`src/rtl/timer_bank.sv`:
```
// Bank of independent down-counting timers behind a word-addressed register port.
// Each channel owns CTRL/PRESET/COUNT/STATUS; pending & mask of all channels merge into irq.

module timer_ch #(
    parameter int CNT_WIDTH = 32
) (
    input  logic                 clk,
    input  logic                 reset,
    input  logic                 wr,
    input  logic [1:0]           reg_sel,
    input  logic [CNT_WIDTH-1:0] wdata,
    output logic [31:0]          rdata,
    output logic                 irq
);
    typedef enum logic [1:0] {ST_IDLE, ST_LOAD, ST_COUNT, ST_DONE} state_t;

    state_t               state, state_nxt;
    logic                 en, mode, mask, pending;
    logic [CNT_WIDTH-1:0] preset, count;
    logic                 wr_ctrl, wr_preset, wr_status, halt, expire;

    assign wr_ctrl   = wr && (reg_sel == 2'd0);
    assign wr_preset = wr && (reg_sel == 2'd1);
    assign wr_status = wr && (reg_sel == 2'd3);
    // A CTRL write with en=0 stops the channel at this edge, whatever its state.
    assign halt      = wr_ctrl && !wdata[0];
    // PRESET=0 loads 0 and expires on the first COUNT cycle, same as PRESET=1.
    assign expire    = (state == ST_COUNT) && (count <= CNT_WIDTH'(1));

    always_ff @(posedge clk) begin
        if (reset) state <= ST_IDLE;
        else       state <= state_nxt;
    end

    always_comb begin
        state_nxt = state;
        case (state)
            ST_IDLE:  if (en) state_nxt = ST_LOAD;
            ST_LOAD:  state_nxt = ST_COUNT;
            ST_COUNT: if (expire) state_nxt = ST_DONE;
            ST_DONE:  state_nxt = mode ? ST_LOAD : ST_IDLE;
            default:  state_nxt = ST_IDLE;
        endcase
        if (halt) state_nxt = ST_IDLE;
    end

    always_ff @(posedge clk) begin
        if (reset) begin
            en      <= 1'b0;
            mode    <= 1'b0;
            mask    <= 1'b0;
            preset  <= '0;
            count   <= '0;
            pending <= 1'b0;
        end else begin
            // One-shot completion clears en even against a concurrent en=1 write.
            if (state == ST_DONE && !mode) en <= 1'b0;
            else if (wr_ctrl)              en <= wdata[0];
            if (wr_ctrl) begin
                mode <= wdata[1];
                mask <= wdata[3];
            end
            if (wr_preset) preset <= wdata;

            if (state == ST_LOAD && !halt) count <= preset;
            else if (state == ST_COUNT) begin
                if (expire)     count <= '0;
                else if (!halt) count <= count - CNT_WIDTH'(1);
            end

            // Expiry outranks a same-cycle W1C.
            if (expire)                     pending <= 1'b1;
            else if (wr_status && wdata[0]) pending <= 1'b0;
        end
    end

    always_comb begin
        rdata = '0;
        case (reg_sel)
            2'd0:    rdata = {28'd0, mask, 1'b0, mode, en};
            2'd1:    rdata = 32'(preset);
            2'd2:    rdata = 32'(count);
            default: rdata = {31'd0, pending};
        endcase
    end

    assign irq = pending && mask;
endmodule

module timer_bank #(
    parameter int NUM_CH    = 2,
    parameter int CNT_WIDTH = 32,
    parameter int CH_BITS   = (NUM_CH > 1) ? $clog2(NUM_CH) : 1
) (
    input  logic               clk,
    input  logic               reset,
    input  logic [CH_BITS+1:0] addr,
    input  logic               write_enable,
    input  logic [31:0]        write_data,
    output logic [31:0]        read_data,
    output logic               irq
);
    localparam int SLOTS = 2 ** CH_BITS;

    logic [SLOTS-1:0][31:0] rd_all;
    logic [SLOTS-1:0]       irq_ch;
    logic [CH_BITS-1:0]     ch;
    logic                   unused_wdata;

    assign ch           = addr[CH_BITS+1:2];
    assign unused_wdata = ^write_data;

    // Address slots beyond NUM_CH decode to nothing: reads 0, writes dropped.
    for (genvar c = 0; c < SLOTS; c++) begin : g_ch
        if (c < NUM_CH) begin : g_on
            timer_ch #(.CNT_WIDTH(CNT_WIDTH)) u_ch (
                .clk     (clk),
                .reset   (reset),
                .wr      (write_enable && (ch == CH_BITS'(c))),
                .reg_sel (addr[1:0]),
                .wdata   (write_data[CNT_WIDTH-1:0]),
                .rdata   (rd_all[c]),
                .irq     (irq_ch[c])
            );
        end else begin : g_off
            assign rd_all[c] = '0;
            assign irq_ch[c] = 1'b0;
        end
    end

    assign read_data = rd_all[ch];
    assign irq       = |irq_ch;
endmodule

```
`config.mk`:
```
export PLATFORM = sky130hd
export DESIGN_NAME = timer_bank
export DESIGN_NICKNAME = d
export VERILOG_FILES = /design/src/rtl/timer_bank.sv
export SDC_FILE = /design/constraint.sdc
export NUM_CORES = 1
export LEC_CHECK = 0
export CORE_ASPECT_RATIO = 0.75
export CORE_MARGIN = 5
export CORE_UTILIZATION = 53
export CTS_CLUSTER_DIAMETER = 200
export DETAILED_ROUTE_END_ITERATION = 8
export GPL_TIMING_DRIVEN = 0
export PLACE_DENSITY_LB_ADDON = 0.2
export SKIP_LAST_GASP = 1
export SLEW_MARGIN = 20
export SYNTH_ARGS = -nofsm -noshare
export SYNTH_HDL_FRONTEND = slang
export SYNTH_SLANG_ARGS = --single-unit
export TNS_END_PERCENT = 30
```
`constraint.sdc`:
```
create_clock -name clk -period 2.3 [get_ports clk]
set_input_delay 0.46 -clock clk [delete_from_list [all_inputs] [get_ports clk]]
set_output_delay 0.46 -clock clk [all_outputs]
set_load 0.05 [all_outputs]
```
Word-level counts from Yosys, hierarchy flattened

Cells that the tools add are included.

Word-level logic and storage cells: 100
Output and inout bits: 33
Flip-flop bits (word level): 140
Input port bits: 38

$add $sub $neg: 2
Magnitude comparators: 3
Multiplexer cells: 24
Eq/ne operators: 15
Bitwise gates (word level): 1
Reductions and logical operators: 41

Operators by type and width:

| cell                    | number |
|---|---|
| $mux W32                | 10 |
| $pmux W32 S3            | 2 |
| $le A32 B1 Y1 const B   | 2 |
| $sub A32 B1 Y32 const B | 2 |
| $logic_and A1 B1 Y1     | 20 |
| $pmux W2 S4             | 2 |
| $eq A2 B2 Y1 const B    | 6 |
| $reduce_or A2 Y1        | 5 |
| $mux W2                 | 4 |
| $ne A2 B1 Y1 const B    | 4 |
| $reduce_and A2 Y1       | 4 |
| $reduce_bool A2 Y1      | 4 |
| $eq A2 B1 Y1 const B    | 3 |
| $logic_not A2 Y1        | 3 |
| $mux W1                 | 6 |
| $ne A3 B3 Y1 const B    | 2 |
| $logic_not A1 Y1        | 5 |
| $lt A1 B2 Y1 const B    | 1 |
| $not A1 Y1              | 1 |

Longest topological paths before layout

Gate-level depths: netlist (run 1).

Depth after elaboration: 8
Mapped depth: 10
Gate-level depth less buffers: 7

Modules after synthesis

From an unflattened synthesis (run 1), not the netlist that was laid out.

Cell total of the unflattened synthesis: 1040
Area, all modules: 8338.0 sq um

By module, submodules not included:

| module                       | sequential area each (sq um) | cells each | area an instance (sq um) | times used |
|---|---|---|---|---|
| timer_ch (g_ch[0].g_on.u_ch) | 1401.3                       | 510        | 3963.8                   | 1 |
| timer_ch (g_ch[1].g_on.u_ch) | 1401.3                       | 491        | 3823.7                   | 1 |
| timer_bank                   | 0.0                          | 39         | 550.5                    | 1 |

Least setup slack after synthesis (run 1)

OpenSTA, ideal clock, no wires.

Path kind: input -> output
From: input port addr[0]
To: output port read_data[11]
Stages: 7
Buffers on the path: 4
Arrival time: 2.531 ns
Path slack: -0.691 ns
Data required time: 1.840 ns
Cells stage by stage: clkbuf_1 -> nor2b_1 -> clkbuf_1 -> clkbuf_1 -> clkbuf_1 -> a22oi_1 -> a21oi_1

Longest elaborated chain between the ends: 4
Elaborated cells on any way between the ends: 7
Those cells by class: eq/ne (2); mux (4); reduce/logical (1)

Ends and longest elaborated chain:

| item                                           | line | RTL |
|---|---|---|
| start, declared                                | 97   | `input logic [CH_BITS+1:0] addr,` |
| $eq A2 B2 Y1 (tied with other cells)           | 79   | `case (reg_sel)` |
| $pmux W32 S3                                   | 79   |  |
| $mux W32 (implied by the code) * (2 in series) | 131  | `assign read_data = rd_all[ch];` |
| end, declared                                  | 100  | `output logic [31:0] read_data,` |

Every way passes the cells marked *; elsewhere a longest branch is shown, timed or not. The select of a mux whose other input is x is not followed.

Worst setup path after layout (run 1)

From: register g_ch[0].g_on.u_ch.state[1]
To: register g_ch[0].g_on.u_ch.count[12]

Longest elaborated chain between the ends: 5
Elaborated cells on any way between the ends: 10
Those cells by class: eq/ne (3); mux (3); reduce/logical (4)

Ends and longest elaborated chain:

| item                   | line   | RTL |
|---|---|---|
| start, declared        | 17     | `state_t state, state_nxt;` |
| start signal, assigned | 32     | `else state <= state_nxt;` |
| $eq A2 B2 Y1           | 28, 66 |  |
| $logic_and A1 B1 Y1    | 28     | `assign expire = (state == ST_COUNT) && (count <= CNT_WIDTH'(1));` |
| $mux W32               | 67     | `if (expire) count <= '0;` |
| $mux W32               | 66     | `else if (state == ST_COUNT) begin` |
| $mux W32               | 65     | `if (state == ST_LOAD && !halt) count <= preset;` |
| end signal, assigned   | 65     |  |
| end signal, assigned   | 68     | `else if (!halt) count <= count - CNT_WIDTH'(1);` |
| end, declared          | 19     | `logic [CNT_WIDTH-1:0] preset, count;` |

Several ways; a longest one is shown, not always the timed one. The select of a mux whose other input is x is not followed.
A chain may end at the register's enable or synchronous reset.

==> results by group, run 1 <==
Run status
  – Status: finished with violations
  – Violated checks: setup timing

Finish
  – Layout Utilization: 74.4%
  – Most common cell after layout, fill and taps aside: nand2_1
  – Register area: 2830 sq um
  – Area taken by multi-input logic gates: 6310 sq um
  – Layout cell share with drive strength beyond 1: 28.1%
  – # nets final: 1301
  – FILL cells: 1210
  – Antenna diode count: 0
  – Area Growth Syn to Fin: 38.4%
  – Commonest cells after routing, fill and taps aside: nand2_1, dfxtp_1, a21oi_1, buf_4, inv_1

Synthesis
  – Syn. warnings: 0
  – Distinct cells, synth: 78
  – Ys async rst share: 0%
  – Seq/Total Area, Yosys: 32.6%
  – EDFF count, synth: 0
  – Synthesized net count: 1177
  – Synth Register Bits: 140
  – Syn Area/Cell: 7.63 sq um
  – Ys flop type: dfxtp_1
  – Synth Cell Area: 8580 sq um
  – Cells after Synth: 1125

Critical path
  – R2R setup slack: -0.25 ns
  – Worst reg-to-reg path cell count: 8
  – Setup crit end kind: flip-flop
  – Delay-heaviest family, CP: buffers and inverters
  – Largest stage delay on the critical path: 0.61 ns
  – Worst Path Required: 2.68 ns
  – Worst-path maximum fanout: 10
  – FF-to-FF End: g_ch[0].g_on.u_ch.count[12]
  – RR Startpoint: g_ch[0].g_on.u_ch.state[1]
  – Critical path arrival: 2.93 ns
  – CP startpoint: g_ch[0].g_on.u_ch.state[1]
  – CP max-delay cell: clkbuf_1
  – Critical path, cell by cell: inv_1, ha_2, a21boi_0, clkbuf_2, clkbuf_1, nand2_1, a22oi_2, o211a_1
  – Worst Setup Start Kind: flip-flop
  – Crit Path Class: flip-flop to flip-flop
  – CP Buf/Inv Count: 3

Timing
  – Final period util: 111%
  – Setup ws final: -0.250 ns
  – Minimum clock period: 2.55 ns
  – Slew headroom: 26.4%
  – Setup TNS: -8.68 ns
  – Clk_skew: 0.00824 ns
  – Hold Violations, Final: 0
  – Count of pins over their slew limit: 0
  – RSZ-0062 raised after global routing: yes
  – Worst-margin pin slew: 1.10 ns
  – WHS: 0.470 ns
  – Max Fclk: 392 MHz
  – Final Setup Violations: 102

CTS
  – TritonCTS clock tree: yes
  – Hold_buf cts: 0
  – Num CTS Buffers: 17
  – Clock Path Buffers: 2
  – Clock Latency Late Sink: 0.44 ns
  – H-tree Lvls: 4
  – Root Driver: clkbuf_16
  – Clk pin slew, worst setup/hold paths: 0.07 ns
  – Clk sink count: 140

Floorplanning
  – Num ports: 71
  – Placement Rows: 40
  – Die Height: 120 um
  – Area of the core: 16000 sq um
  – Die Area: 18900 sq um
  – Initial Util: 53.8%
  – Die width: 157 um

Drt
  – Vias per inst: 7.22
  – DR WL/cell: 25.8 um
  – DRC Markers: 0
  – Drt first-iter violations: 2195
  – Antenna Nets Post-Route: 0
  – DRT Wirelength: 38.0 mm
  – Router iterations before antenna repair: 7
  – Vias: 10600

GRT
  – Number of global-route vias before repair: 9465
  – GRT Total Usage: 38.2%
  – Global-route wire length before repair: 55.5 mm
  – Largest net degree at the start of global routing: 17
  – Initial antenna violation count: 0
  – Gr ovfl total: 0

Power and ir drop
  – Power Density: 1650 nW/um^2
  – Leakage power: 4.12 nW
  – Worst VDD drop: 917 uV

Place
  – Worst slack, placed: -1.54 ns
  – Post-DP HPWL: 26.7 mm
  – Gpl congestion: 1.06
  – Port bufs: 68

Min path
  – Hold path start: g_ch[1].g_on.u_ch.preset[0]
  – Hold Path End: g_ch[1].g_on.u_ch.count[0]
  – Hold depth: 2
  – Hold crit path type: flip-flop to flip-flop

Job
  – Max-cap violations: 0
[power by group]
group	internal [mW]	switching, mW	total (mW)
sequential	2.93	0.933	3.86
clock	1.91	1.19	3.11
combinational	5.05	7.57	12.6
total	9.88	9.69	19.6
[Yosys cell counts, types with 10 or more instances]
master	number	area share, %
nand2_1	206	9.0
dfxtp_1	140	33
a21oi_1	119	6.9
clkbuf_1	87	3.8
a221oi_1	57	5.8
nor3_1	50	2.9
inv_1	44	1.9
nor2_1	39	1.7
a22oi_1	31	2.7
nor4_1	30	2.2
nand3_1	29	1.7
o21ai_0	20	1.2
a22o_1	16	1.6
ha_1	14	2.0
nand4_1	13	0.95
or4_1	11	0.96
o211ai_1	10	0.87
[layer usage]
metal / GRT usage, % / up-vias / routed length (um)
met5: 0 / - / 67
met4: 15.2 / 2 / 1980
met3: 13.2 / 204 / 6090
met2: 51.6 / 975 / 15000
met1: 55.1 / 4917 / 14900
li1: - / 4527 / -
[per-stage QoR]
step                std cells  cell area (sq um)  total power [mW]
floorplan                1125               8870              10.3
global placement         1403               9820              12.9
detailed placement       1403               9830              12.9
CTS                      1447              11300              16.9
global route             1472              11900              20.3
finish                   1472              11900              19.6
[kinds of logic (layout without fill, tap and decap cells)]
logic type / Yosys count / count (layout) / synth area share (%)
simple gates: 426 / 426 / 23.7
compound gates: 377 / 377 / 32.1
buf+inv: 149 / 286 / 7.08
flops: 140 / 140 / 32.6
fa+ha+maj: 14 / 14 / 2.04
mux: 10 / 10 / 1.47
xor+xnor: 9 / 9 / 0.918
[worst max-delay path by stage]
stage | slack (ns) | depth (start not counted) | end
floorplan | -0.15 | 8 | g_ch[0].g_on.u_ch.count[10]
global placement | -1.57 | 9 | g_ch[1].g_on.u_ch.count[22]
detailed placement | -1.54 | 6 | read_data[3]
CTS | -0.28 | 9 | g_ch[0].g_on.u_ch.count[15]
global route | -0.27 | 8 | g_ch[0].g_on.u_ch.count[12]
finish | -0.25 | 8 | g_ch[0].g_on.u_ch.count[12]
[area by class of cell]
cell class,instances,share of cell area (%)
Buffer,102,5.84
Clock buffer,20,3.93
Clock inverter,12,1.56
Inverter,44,1.39
Multi-Input combinational cell,836,53.1
Sequential cell,140,23.9
Tap cell,210,2.21
Timing Repair Buffer,108,8.12
[state kept, by name, summed over array words and instances, names as in the netlist]
name	cells
g_ch.g_on.u_ch.count	64
g_ch.g_on.u_ch.preset	64
g_ch.g_on.u_ch.state	4
g_ch.g_on.u_ch.en	2
g_ch.g_on.u_ch.mask	2
g_ch.g_on.u_ch.mode	2
g_ch.g_on.u_ch.pending	2
[worst reg2reg max path: stages (launching register included)]
cell	delay (ns)
dfxtp_1	0.35
inv_1	0.12
ha_2	0.28
a21boi_0	0.21
clkbuf_2	0.31
clkbuf_1	0.62
nand2_1	0.22
a22oi_2	0.21
o211a_1	0.17
[timing repair]
item,in CTS,in global routing
cloned,1,0
gates resized for setup,361,135
endpoints found under the setup margin,165,144
buffers inserted,13,26
pin swaps,14,35
(Power assumes the default switching activity.)
==> run 2: changes to the inputs <==
--- a/config.mk
+++ b/config.mk
@@ -5,15 +5,16 @@
 export SDC_FILE = /design/constraint.sdc
 export NUM_CORES = 1
 export LEC_CHECK = 0
+export ABC_AREA = 1
+export CAP_MARGIN = 20
 export CORE_ASPECT_RATIO = 0.75
 export CORE_MARGIN = 5
-export CORE_UTILIZATION = 53
+export CORE_UTILIZATION = 54
 export CTS_CLUSTER_DIAMETER = 200
 export DETAILED_ROUTE_END_ITERATION = 8
 export GPL_TIMING_DRIVEN = 0
 export PLACE_DENSITY_LB_ADDON = 0.2
 export SKIP_LAST_GASP = 1
-export SLEW_MARGIN = 20
 export SYNTH_ARGS = -nofsm -noshare
 export SYNTH_HDL_FRONTEND = slang
 export SYNTH_SLANG_ARGS = --single-unit
==> results by group, run 2 <==
Synthesis
  – Synth Cell Area: 9260 sq um
  – Most frequent cells after synthesis: nor2_1, nand2_1, dfxtp_1, inv_1, o21ai_0
  – Synthesized net count: 1610
  – Ys async rst share: 0%
  – Ys flop type: dfxtp_1
  – Most frequent cell after synthesis: nor2_1
  – EDFF count, synth: 0
  – Seq/Total Area, Yosys: 30.3%
  – Cells after Synth: 1558
  – Dominant cells by area after synthesis: dfxtp_1, nor2_1, nand2_1
  – Distinct cells, synth: 42
  – Synth area leader: dfxtp_1
  – Synth Register Bits: 140
  – Area share of the largest cell type after synthesis: 30.3%
  – Syn. warnings: 0
  – Syn Area/Cell: 5.95 sq um

Place
  – Gpl congestion: 1.02
  – Port bufs: 68
  – Post-DP HPWL: 26.7 mm
  – Placed cell areas: 10300 sq um

Min path
  – Hold crit path type: flip-flop to flip-flop

Timing
  – Slew headroom: 42.1%
  – Minimum clock period: 2.33 ns
  – Hold Violations, Final: 0
  – Clk_skew: 0.00735 ns
  – Final Setup Violations: 6
  – Final period util: 101%
  – Max Fclk: 429 MHz
  – Setup ws final: -0.0311 ns
  – Worst-margin pin slew: 0.861 ns
  – Count of pins over their slew limit: 0
  – RSZ-0062 raised after global routing: yes

Critical path
  – CP Buf/Inv Count: 5
  – Delay-heaviest family, CP: buffers and inverters
  – Critical path, cell by cell: buf_2, inv_2, nand2_4, clkinv_2, clkbuf_8, a211oi_2, a31oi_1, buf_4
  – Worst Path Required: 1.84 ns
  – CP max-delay cell: a211oi_2
  – Setup crit end kind: output port
  – Worst Setup Start Kind: input pin
  – Crit Path Class: input pin to output port
  – Critical path arrival: 1.87 ns
  – Largest stage delay on the critical path: 0.27 ns
  – Worst-path maximum fanout: 10

Finish
  – Final instance area: 11000 sq um
  – # nets final: 1699
  – Area Growth Syn to Fin: 19.2%
  – Most common cell after layout, fill and taps aside: nor2_1
  – Top Registers: g_ch.g_on.u_ch.count x64, g_ch.g_on.u_ch.preset x64, g_ch.g_on.u_ch.state x4
  – Layout cell share with drive strength beyond 1: 11.3%
  – Commonest cells after routing, fill and taps aside: nor2_1, nand2_1, inv_1, dfxtp_1, o21ai_0
  – Antenna diode count: 0

Power and ir drop
  – Combinational Power Share: 65.0%
  – Leakage power: 5.04 nW
  – Clk pwr share: 15.4%
  – Worst VDD drop: 945 uV
  – Tot Pwr: 19.8 mW
  – Power Density: 1790 nW/um^2
  – Sw Ratio: 55.7%
  – Seq pwr share: 19.6%
  – Switching power total: 11.0 mW
  – Internal: 8.76 mW

CTS
  – TritonCTS clock tree: yes
  – Num CTS Buffers: 17
  – Clock Latency Late Sink: 0.43 ns
  – Clk sink count: 140
  – Clk pin slew, worst setup/hold paths: 0.06 ns
  – H-tree Lvls: 4
  – Root Driver: clkbuf_16
  – Clock Path Buffers: 2

Floorplanning
  – Initial Util: 55.0%
  – Die Area: 19900 sq um
  – Area of the core: 16800 sq um
  – Die width: 161 um
  – Die Height: 123 um
  – Placement Rows: 41
  – Num ports: 71

Run status
  – Violated checks: setup timing
  – Status: finished with violations

Drt
  – Vias: 10900
  – Router iterations before antenna repair: 5
  – Drt first-iter violations: 1542
  – Vias per inst: 5.84
  – DRT Wirelength: 35.0 mm
  – DR WL/cell: 18.7 um
  – DRC Markers: 0
  – Antenna Nets Post-Route: 0

GRT
  – GRT Total Usage: 34.6%
  – Global-route wire length before repair: 53.0 mm
  – Initial antenna violation count: 0
  – Number of global-route vias before repair: 9594
  – Gr ovfl total: 0
  – Largest net degree at the start of global routing: 17

Job
  – Max-cap violations: 0
-- run 2: changes by cell type in the layout (fill, tap and decap cells not counted), sizes merged, moves of 21 or more --
| cell | previous run | this run |
|---|---|---|
| a221oi | 59 | 2 |
| nor3 | 50 | 2 |
| a22oi | 32 | 0 |
| a31oi | 3 | 30 |
| nand3 | 29 | 129 |
| inv | 46 | 147 |
| a21oi | 122 | 45 |
| o21ai | 21 | 147 |
| clkbuf | 104 | 64 |
| buf | 89 | 68 |
| nand2 | 207 | 366 |
| nor2 | 39 | 386 |
| nor4 | 33 | 0 |
-- run 2: cell families (layout without fill, tap and decap cells) --
group           Yosys count  in the layout  share of synthesized area (%)
compound gates          270            270                           16.2
fa+ha+maj                14             14                           1.89
buf+inv                 224            326                           10.1
xor+xnor                 12             12                           1.13
simple gates            898            898                           40.4
flops                   140            140                           30.3
-- run 2: metal layers --
layer,part of all wire [%],routed length [um],track usage (%),vias up
li1,-,-,-,5196
met1,44,15400,50.7,4950
met2,39,13600,48.2,724
met3,14,5040,11.6,79
met4,2.7,931,9.75,0
met5,0,0,0,-
-- run 2: area by class of cell --
type | count | area (sq um)
plain buffers | 75 | 439
clock buffers | 22 | 474
multi-input cells | 1194 | 5720
flip-flops and latches | 140 | 2800
well taps | 215 | 269
inverters | 149 | 563
repair buffers | 70 | 604
clock inverters | 10 | 163
fillers | 1616 | 5790
-- run 2: power by group through the flow --
stage / registers (mW) / logic (mW) / clock network [mW]
2_1_floorplan: 3.60 / 9.03 / 0
3_3_place_gp: 3.87 / 12.0 / 0
3_5_place_dp: 3.87 / 12.2 / 0
4_1_cts: 3.83 / 12.3 / 3.03
5_1_grt: 3.94 / 14.1 / 3.18
6_report: 3.88 / 12.9 / 3.04
-- run 2: per-stage QoR --
stage	std cells	TNS (ns)	util [%]	setup slack (ns)	hold slack, ns
finish	1875	-0.104	65.6	-0.0311	0.481
global route	1875	-0.584	65.6	-0.0528	0.507
CTS	1875	0	65.1	0.00736	0.479
detailed placement	1841	-54.80	61.0	-1.42	0.467
global placement	1841	-53.90	61.0	-1.42	0.461
floorplan	1558	-5.84	-	-0.283	0.444
-- run 2: timing repair --
item                       in CTS  in global routing
hold buffers                    0                  0
resized for setup             253                 29
buffers inserted                2                  0
setup endpoints to repair      32                 40
-- run 2: worst paths after layout --
| check | start | end | slack (ns) | cells after the start |
|---|---|---|---|---|
| max | addr[1] | read_data[11] | -0.03 | 8 |
| min | g_ch[1].g_on.u_ch.preset[13] | g_ch[1].g_on.u_ch.preset[13] | 0.48 | 2 |
| max reg2reg | g_ch[0].g_on.u_ch.count[0] | g_ch[0].g_on.u_ch.count[30] | 0.05 | 11 |
| min reg2reg | g_ch[1].g_on.u_ch.preset[13] | g_ch[1].g_on.u_ch.preset[13] | 0.48 | 2 |
-- run 2: worst reg2reg max path: cells and delay by family, from the launching register on --
| family | cells | cell delay (ns) |
|---|---|---|
| adders and majority gates | 1 | 0.27 |
| and+or+nand+nor | 9 | 1.42 |
| buffers and inverters | 1 | 0.13 |
| DFF | 1 | 0.33 |
